`src/rtl/result_writer.sv`:
```
// Result writer: drains (dim, fact) pairs from the probe engine FIFO into a host result buffer.
// Optional RESULT_WRITER_TAIL_COUNT_EN appends a final write of the accepted-pair count.
module result_writer #(
   parameter int MAX_OUTSTANDING = 64,
   parameter int OUTSTANDING_W   = 10
) (
   input  logic        clk,
   input  logic        rst,
   output logic        done,
   input  logic        engine_done_in,
   input  logic [47:0] out_base_in,
   input  logic [63:0] max_results_in,
   input  logic        result_empty_in,
   output logic        result_read_en_out,
   input  logic [63:0] result_dim_in,
   input  logic [63:0] result_fact_in,
   input  logic        wr_rq_stall_in,
   output logic        wr_rq_vld_out,
   output logic [47:0] wr_rq_vadr_out,
   output logic [63:0] wr_rq_data_out,
   input  logic        wr_rs_vld_in,
   output logic [63:0] result_count_out,
   output logic [63:0] dropped_count_out,
   output logic        overflow_out
);

`ifdef RESULT_WRITER_TAIL_COUNT_EN
   typedef enum logic [2:0] {IDLE, WR_DIM, WR_FACT, TAIL, TAIL_WAIT, DONE} state_t;
`else
   typedef enum logic [2:0] {IDLE, WR_DIM, WR_FACT, DONE} state_t;
`endif

   localparam logic [OUTSTANDING_W-1:0] OS_MAX = OUTSTANDING_W'(MAX_OUTSTANDING);

   state_t                   state_q, state_d;
   logic [47:0]              ptr_q, ptr_d;
   logic [63:0]              dim_q, dim_d;
   logic [63:0]              fact_q, fact_d;
   logic [OUTSTANDING_W-1:0] os_q, os_d;
   logic [63:0]              res_cnt_q, res_cnt_d;
   logic [63:0]              drop_cnt_q, drop_cnt_d;
   logic                     ovf_q, ovf_d;

   logic                     rd_en;
   logic                     req_vld;
   logic [47:0]              req_adr;
   logic [63:0]              req_data;
   logic                     accept;
   logic                     os_room;

   function automatic logic [63:0] sat_inc(input logic [63:0] v);
      return (&v) ? v : v + 64'd1;
   endfunction

   assign os_room = (os_q < OS_MAX);
   assign accept  = req_vld && !wr_rq_stall_in;

   always_comb begin
      state_d    = state_q;
      ptr_d      = ptr_q;
      dim_d      = dim_q;
      fact_d     = fact_q;
      res_cnt_d  = res_cnt_q;
      drop_cnt_d = drop_cnt_q;
      ovf_d      = ovf_q;
      rd_en      = 1'b0;
      req_vld    = 1'b0;
      req_adr    = 48'd0;
      req_data   = 64'd0;

      case (state_q)
         IDLE: begin
            if (!result_empty_in) begin
               rd_en = 1'b1;
               if (res_cnt_q < max_results_in) begin
                  dim_d     = result_dim_in;
                  fact_d    = result_fact_in;
                  res_cnt_d = sat_inc(res_cnt_q);
                  state_d   = WR_DIM;
               end else begin
                  drop_cnt_d = sat_inc(drop_cnt_q);
                  ovf_d      = 1'b1;
               end
            end else if (engine_done_in && (os_q == '0)) begin
`ifdef RESULT_WRITER_TAIL_COUNT_EN
               state_d = TAIL;
`else
               state_d = DONE;
`endif
            end
         end
         WR_DIM: begin
            req_vld  = os_room;
            req_adr  = ptr_q;
            req_data = dim_q;
            if (accept) begin
               ptr_d   = ptr_q + 48'd8;
               state_d = WR_FACT;
            end
         end
         WR_FACT: begin
            req_vld  = os_room;
            req_adr  = ptr_q;
            req_data = fact_q;
            if (accept) begin
               ptr_d   = ptr_q + 48'd8;
               state_d = IDLE;
            end
         end
`ifdef RESULT_WRITER_TAIL_COUNT_EN
         // Tail slot sits just past the full-capacity region of the buffer.
         TAIL: begin
            req_vld  = os_room;
            req_adr  = out_base_in + {max_results_in[43:0], 4'b0000};
            req_data = res_cnt_q;
            if (accept) state_d = TAIL_WAIT;
         end
         TAIL_WAIT: begin
            if (os_q == '0) state_d = DONE;
         end
`endif
         DONE: begin
         end
         default: state_d = IDLE;
      endcase

      // An ack at zero has no request to match (e.g. one issued before a reset).
      os_d = os_q;
      if (accept && !wr_rs_vld_in)
         os_d = os_q + 1'b1;
      else if (!accept && wr_rs_vld_in && (os_q != '0))
         os_d = os_q - 1'b1;
   end

   always_ff @(posedge clk) begin
      if (rst) begin
         state_q    <= IDLE;
         ptr_q      <= out_base_in;
         os_q       <= '0;
         res_cnt_q  <= 64'd0;
         drop_cnt_q <= 64'd0;
         ovf_q      <= 1'b0;
      end else begin
         state_q    <= state_d;
         ptr_q      <= ptr_d;
         os_q       <= os_d;
         res_cnt_q  <= res_cnt_d;
         drop_cnt_q <= drop_cnt_d;
         ovf_q      <= ovf_d;
      end
   end

   // Pair payload is only observed while a write state is active.
   always_ff @(posedge clk) begin
      dim_q  <= dim_d;
      fact_q <= fact_d;
   end

   assign done               = (state_q == DONE);
   assign result_read_en_out = rd_en;
   assign wr_rq_vld_out      = req_vld;
   assign wr_rq_vadr_out     = req_adr;
   assign wr_rq_data_out     = req_data;
   assign result_count_out   = res_cnt_q;
   assign dropped_count_out  = drop_cnt_q;
   assign overflow_out       = ovf_q;

endmodule

```
`config.mk`:
```
export PLATFORM = sky130hd
export DESIGN_NAME = result_writer
export DESIGN_NICKNAME = d
export VERILOG_FILES = /design/src/rtl/result_writer.sv
export SDC_FILE = /design/constraint.sdc
export NUM_CORES = 1
export LEC_CHECK = 0
export CAP_MARGIN = 20
export CELL_PAD_IN_SITES_DETAIL_PLACEMENT = 0
export CELL_PAD_IN_SITES_GLOBAL_PLACEMENT = 1
export CORE_MARGIN = 4
export CORE_UTILIZATION = 39
export DETAILED_ROUTE_END_ITERATION = 8
export GPL_TIMING_DRIVEN = 0
export PLACE_DENSITY_LB_ADDON = 0.08
export RECOVER_POWER = 50
export SKIP_CTS_REPAIR_TIMING = 1
export SLEW_MARGIN = 5
export SYNTH_ARGS = -nofsm -noshare
export SYNTH_HDL_FRONTEND = slang
export SYNTH_SLANG_ARGS = --single-unit
```
`constraint.sdc`:
```
create_clock -name clk -period 16.78 [get_ports clk]
set_input_delay 4.195 -clock clk [delete_from_list [all_inputs] [get_ports clk]]
set_output_delay 4.195 -clock clk [all_outputs]
set_load 0.02 [all_outputs]
```
**After elaboration in Yosys (flattened, before gate mapping)**

Index checks and enable logic that the tools add are counted.

- Word-level logic and storage cells: 66
- Bits of input ports: 246
- Flip-flop bits (word level): 318
- Output and inout port bits: 244

- Reductions and logical operators: 23
- Equal/unequal tests: 7
- Order comparisons: 2
- Muxes and demuxes: 16
- Bitwise gates (word level): 5
- $add $sub $neg: 5

Operator list:

| cell | number |
|---|---|
| $mux W48 | 4 |
| $add A64 B1 Y64 const B | 2 |
| $pmux W64 S2 | 1 |
| $reduce_and A64 Y1 | 2 |
| $lt A64 B64 Y1 | 1 |
| $add A48 B4 Y48 const B | 1 |
| $mux W10 | 2 |
| $mux W3 | 5 |
| $pmux W3 S4 | 1 |
| $add A10 B1 Y10 const B | 1 |
| $logic_not A10 Y1 | 1 |
| $lt A10 B7 Y1 const B | 1 |
| $reduce_bool A10 Y1 | 1 |
| $sub A10 B1 Y10 const B | 1 |
| $reduce_and A4 Y1 | 2 |
| $eq A3 B2 Y1 const B | 2 |
| $ne A3 B3 Y1 const B | 2 |
| $reduce_and A3 Y1 | 2 |
| $reduce_bool A2 Y1 | 3 |
| $logic_and A1 B1 Y1 | 5 |
| $not A1 Y1 | 5 |
| $reduce_and A5 Y1 | 1 |
| $ne A2 B2 Y1 const B | 2 |
| $eq A3 B1 Y1 const B | 1 |
| other kinds (5) | 9 |

**Depth between registers and ports, before layout**

- Depth after elaboration: 9
- Mapped depth: 15
- Depth with buffers taken out: 14

**Least setup slack after synthesis**

No wires, ideal clock.

- Kind: input -> register
- From: input max_results_in[23]
- To: register dim_q[0], enable pin
- Path buffers: 2
- Setup slack: 7525 ps
- Setup time: 480 ps
- Arrival: 8774 ps
- Cell stages on the path: 11
- Required time: 16300 ps
- Path through: inv_1 > ha_1 > a21oi_1 > o21ai_1 > a221oi_1 > o211ai_1 > a211oi_2 > nand3_2 > clkbuf_1 > clkbuf_1 > inv_1

- Word-level cells in the longest chain between the ends: 2

Ends and longest elaborated chain:

| item | RTL line | source |
|---|---|---|
| start, declared | 12 | `input logic [63:0] max_results_in,` |
| $lt A64 B64 Y1 | 75 | `if (res_cnt_q < max_results_in) begin` |
| $reduce_and A3 Y1 (no source line) | - |  |
| end signal, assigned | 155 | `dim_q <= dim_d;` |
| end, declared | 37 | `logic [63:0] dim_q, dim_d;` |

No other way between the ends.
A chain may end at the register's enable or synchronous reset.

**Final worst setup path**

- From: input result_empty_in
- To: output result_read_en_out

- Word-level cells in the longest chain between the ends: 2

Ends and longest elaborated chain:

| item | RTL line | source |
|---|---|---|
| start, declared | 13 | `input logic result_empty_in,` |
| $mux W1 | 73 | `if (!result_empty_in) begin` |
| $mux W1 | 71 | `case (state_q)` |
| end, declared | 14 | `output logic result_read_en_out,` |

No other way between the ends.

==> results.md <==
* Commonest non-fill, non-tap cell in the layout: dlygate4sd3_1
* DRC violations left at 0
* Die Width at 218 µm
* Number of flops mapped to enable cells by yosys at 176
* Max_cap viols at 1
* Req. time, crit path at 12.59 ns
* Area grow syn2layout at 39.7%
* Status: finished, violations left
* Gr ovfl total at 0
* Clock sinks at 317
* Final period util at 60.7%
* Clock Latency Late Sink at 0.55 ns
* Crit-path max cell delay at 0.66 ns
* Yosys reg bits at 317
* Final min period at 10.19 ns
* Worst-margin pin slew at 1.96 ns
* PwrDens at 121 nW/µm²
* Final wirelength at 60100 µm
* Kind of critical path: in2out
* Syn Nets at 2130
* DIE AREA at 47600 µm²
* Pre-antenna DRT Iters at 6
* GPL Wtd Cong at 0.815
* P_leak at 8.97 nW
* Count of different cell masters after synthesis at 67
* Post-route ant nets at 0
* Worst Path Arrival at 5.99 ns
* Clock buffer depth at 3
* RSZ-0062 raised after global routing: no
* Global Route Usage Sum at 24.0%
* Pin count of the biggest net entering global routing at 72
* Clock root buffer master: clkbuf_16
* Bufs and invs on worst path at 3
* Vias post-DR at 15900
* Share of cells above drive strength 1 at 5.50%
* Port buffer count at 488
* Async S/R FF share, synth at 0%
* CTS tree: yes
* Part of the Yosys area used for sequential elements at 47.1%
* Most frequent cells in the layout: dlygate4sd3_1 (262), clkdlybuf4s50_1 (226), edfxtp_1 (176)
* Post-DR vias/cell at 5.37
* Clock Skew at 0.0173 ns
* # IOs at 490
* H-tree depth at 2
* Avg WL per Cell at 20.3 µm
* Top FF cell, synth: edfxtp_1
* Setup-failing EPs final at 0
* Failing checks: max-capacitance violations, max-slew violations
* Total core area at 43400 µm²
* Max-slew violations at 34
* Gate Count Post-Synth at 1805
* Final Hold Fails at 0
* F_max at 98.2 MHz
* Starting density of the core at 39.7%
* Antenna violations before repair at 14
* Row count at 76
* Peak VDD IR at 0.107 mV
* Die height at 218 µm
* CTS Buf Count at 37
* Setup crit start kind: input port
* Worst setup EP type: output pin
* Worst Hold Class: reg2reg
* CTS clk-pin slew, worst paths at 0.06 ns
* NumNets Final at 2659
* CP Cell Sequence: clkdlybuf4s50_1 -> nand2b_1 -> inv_1 -> clkdlybuf4s50_1
* Crit path max-delay family: buffers and inverters
* Crit-path max FO at 5
* Critical path's slowest cell: clkdlybuf4s50_1
* Max-slew headroom at -30.6%
* Global-route wire length before repair at 89800 µm
* Cell mode on critical path: clkdlybuf4s50_1
* Drt initial violations at 1234
* Warnings, synthesis at 0
* DP HPWL at 46300 µm
* Setup_tns at 0 ns
* Post-Syn Area at 17200 µm²
* Final total power at 2.91 mW
* Number of global-route vias before repair at 15600
* Synth Area per Inst at 9.55 µm²
cells by family (layout without fill, tap and decap cells):
| group | Yosys count | count (layout) | synth area share (%) |
|---|---|---|---|
| other | 0 | 9 | 0 |
| xor gates and xnor gates | 61 | 61 | 3.10 |
| buffers and inverters | 192 | 750 | 4.32 |
| and+or+nand+nor | 768 | 768 | 24.2 |
| DFF | 317 | 317 | 47.1 |
| adders and majority gates | 79 | 79 | 5.78 |
| muxes | 41 | 41 | 2.64 |
| AOI/OAI and AO/OA | 347 | 347 | 12.9 |
worst paths after layout:
| kind | start | to | slack [ns] | cells past startpoint |
|---|---|---|---|---|
| worst min-delay path | os_q[8] | os_q[8] | 0.50 | 2 |
| worst min register to register | os_q[8] | os_q[8] | 0.50 | 2 |
| worst max-delay path | result_empty_in | result_read_en_out | 6.59 | 4 |
| worst max register to register | result_count_out[60] | fact_q[43] | 11.39 | 11 |
layer usage:
layer / global-route usage [%] / vias up / routed length (µm)
met3: 6.26 / 91 / 4650
met4: 6.80 / 6 / 1610
met5: 0 / - / 39
met1: 31.0 / 7586 / 25100
li1: - / 7693 / -
met2: 40.0 / 510 / 28700
power by group:
part | total [mW] | internal (mW) | switching [mW]
combinational | 1.10 | 0.475 | 0.628
sequential | 1.01 | 0.954 | 0.0533
clock | 0.795 | 0.462 | 0.333
total | 2.91 | 1.89 | 1.01
metrics by stage:
stage               util, %  worst slack, ns  cell area [µm²]  hold WS [ns]  std cells
floorplan                 -             7.53            17200         0.460       1805
CTS                    55.5             6.60            24100         0.499       2948
global route           55.5             6.55            24100         0.526       2955
global placement       52.7             5.28            22800         0.478       2878
detailed placement     52.8             6.61            22900         0.491       2880
finish                 55.5             6.59            24100         0.501       2957
sequential cells by signal (all words and copies together), names as in the netlist:
signal and count:
overflow_out 1, os_q 10, dim_q 64, fact_q 64
state_q 2, ptr_q 48, result_count_out 64, dropped_count_out 64
synthesized netlist by cell type (3+ instances only):
master      n  area [µm²]
o21ai_0    90         450
a211o_1     4        35.0
o31ai_1    35         263
or3_1      31         194
nand2_1   145         544
a22oi_1    64         480
a21o_1     12        90.1
or4_1      47         353
nand4_1    65         407
edfxtp_1  176        5290
xnor2_1    27         236
nor2_1    116         435
mux2i_1     5        50.1
and3_1     32         200
buf_1       3        11.3
clkbuf_1   73         274
inv_1     101         379
and4_1     15         131
buf_2      13        65.1
dfxtp_1   141        2820
nor4_1     25         156
and2_1     57         357
nor2b_1   102         638
ha_1       78         976
or2_2       4        25.0
a211oi_1    8        60.1
nand2b_1    4        25.0
nand3_1    79         395
a21oi_1   102         510
nor3_1     30         150
mux2_2     36         405
xor2_1     34         298
a31o_2      4        35.0
area by class of cell:
type,count,area (µm²)
Buffer,91,363
Clock inverter,14,114
Fill cell,3981,19300
Clock buffer,54,1070
Sequential cell,317,8110
Multi-Input combinational cell,1296,8360
Timing Repair Buffer,490,4920
Tap cell,585,732
Antenna cell,9,22.5
Inverter,101,384
worst register-to-register path: stages, from the launching register on:
cell and delay (ns):
dfxtp_1 0.39, ha_1 0.35, nand4_1 0.15, nor4_1 0.61
nand4_1 0.21, nor2_1 0.63, a31oi_1 0.59, nand3_2 0.39
clkbuf_1 0.40, clkbuf_1 0.56, inv_6 0.34, buf_16 0.40
(Power assumes the default switching activity.)
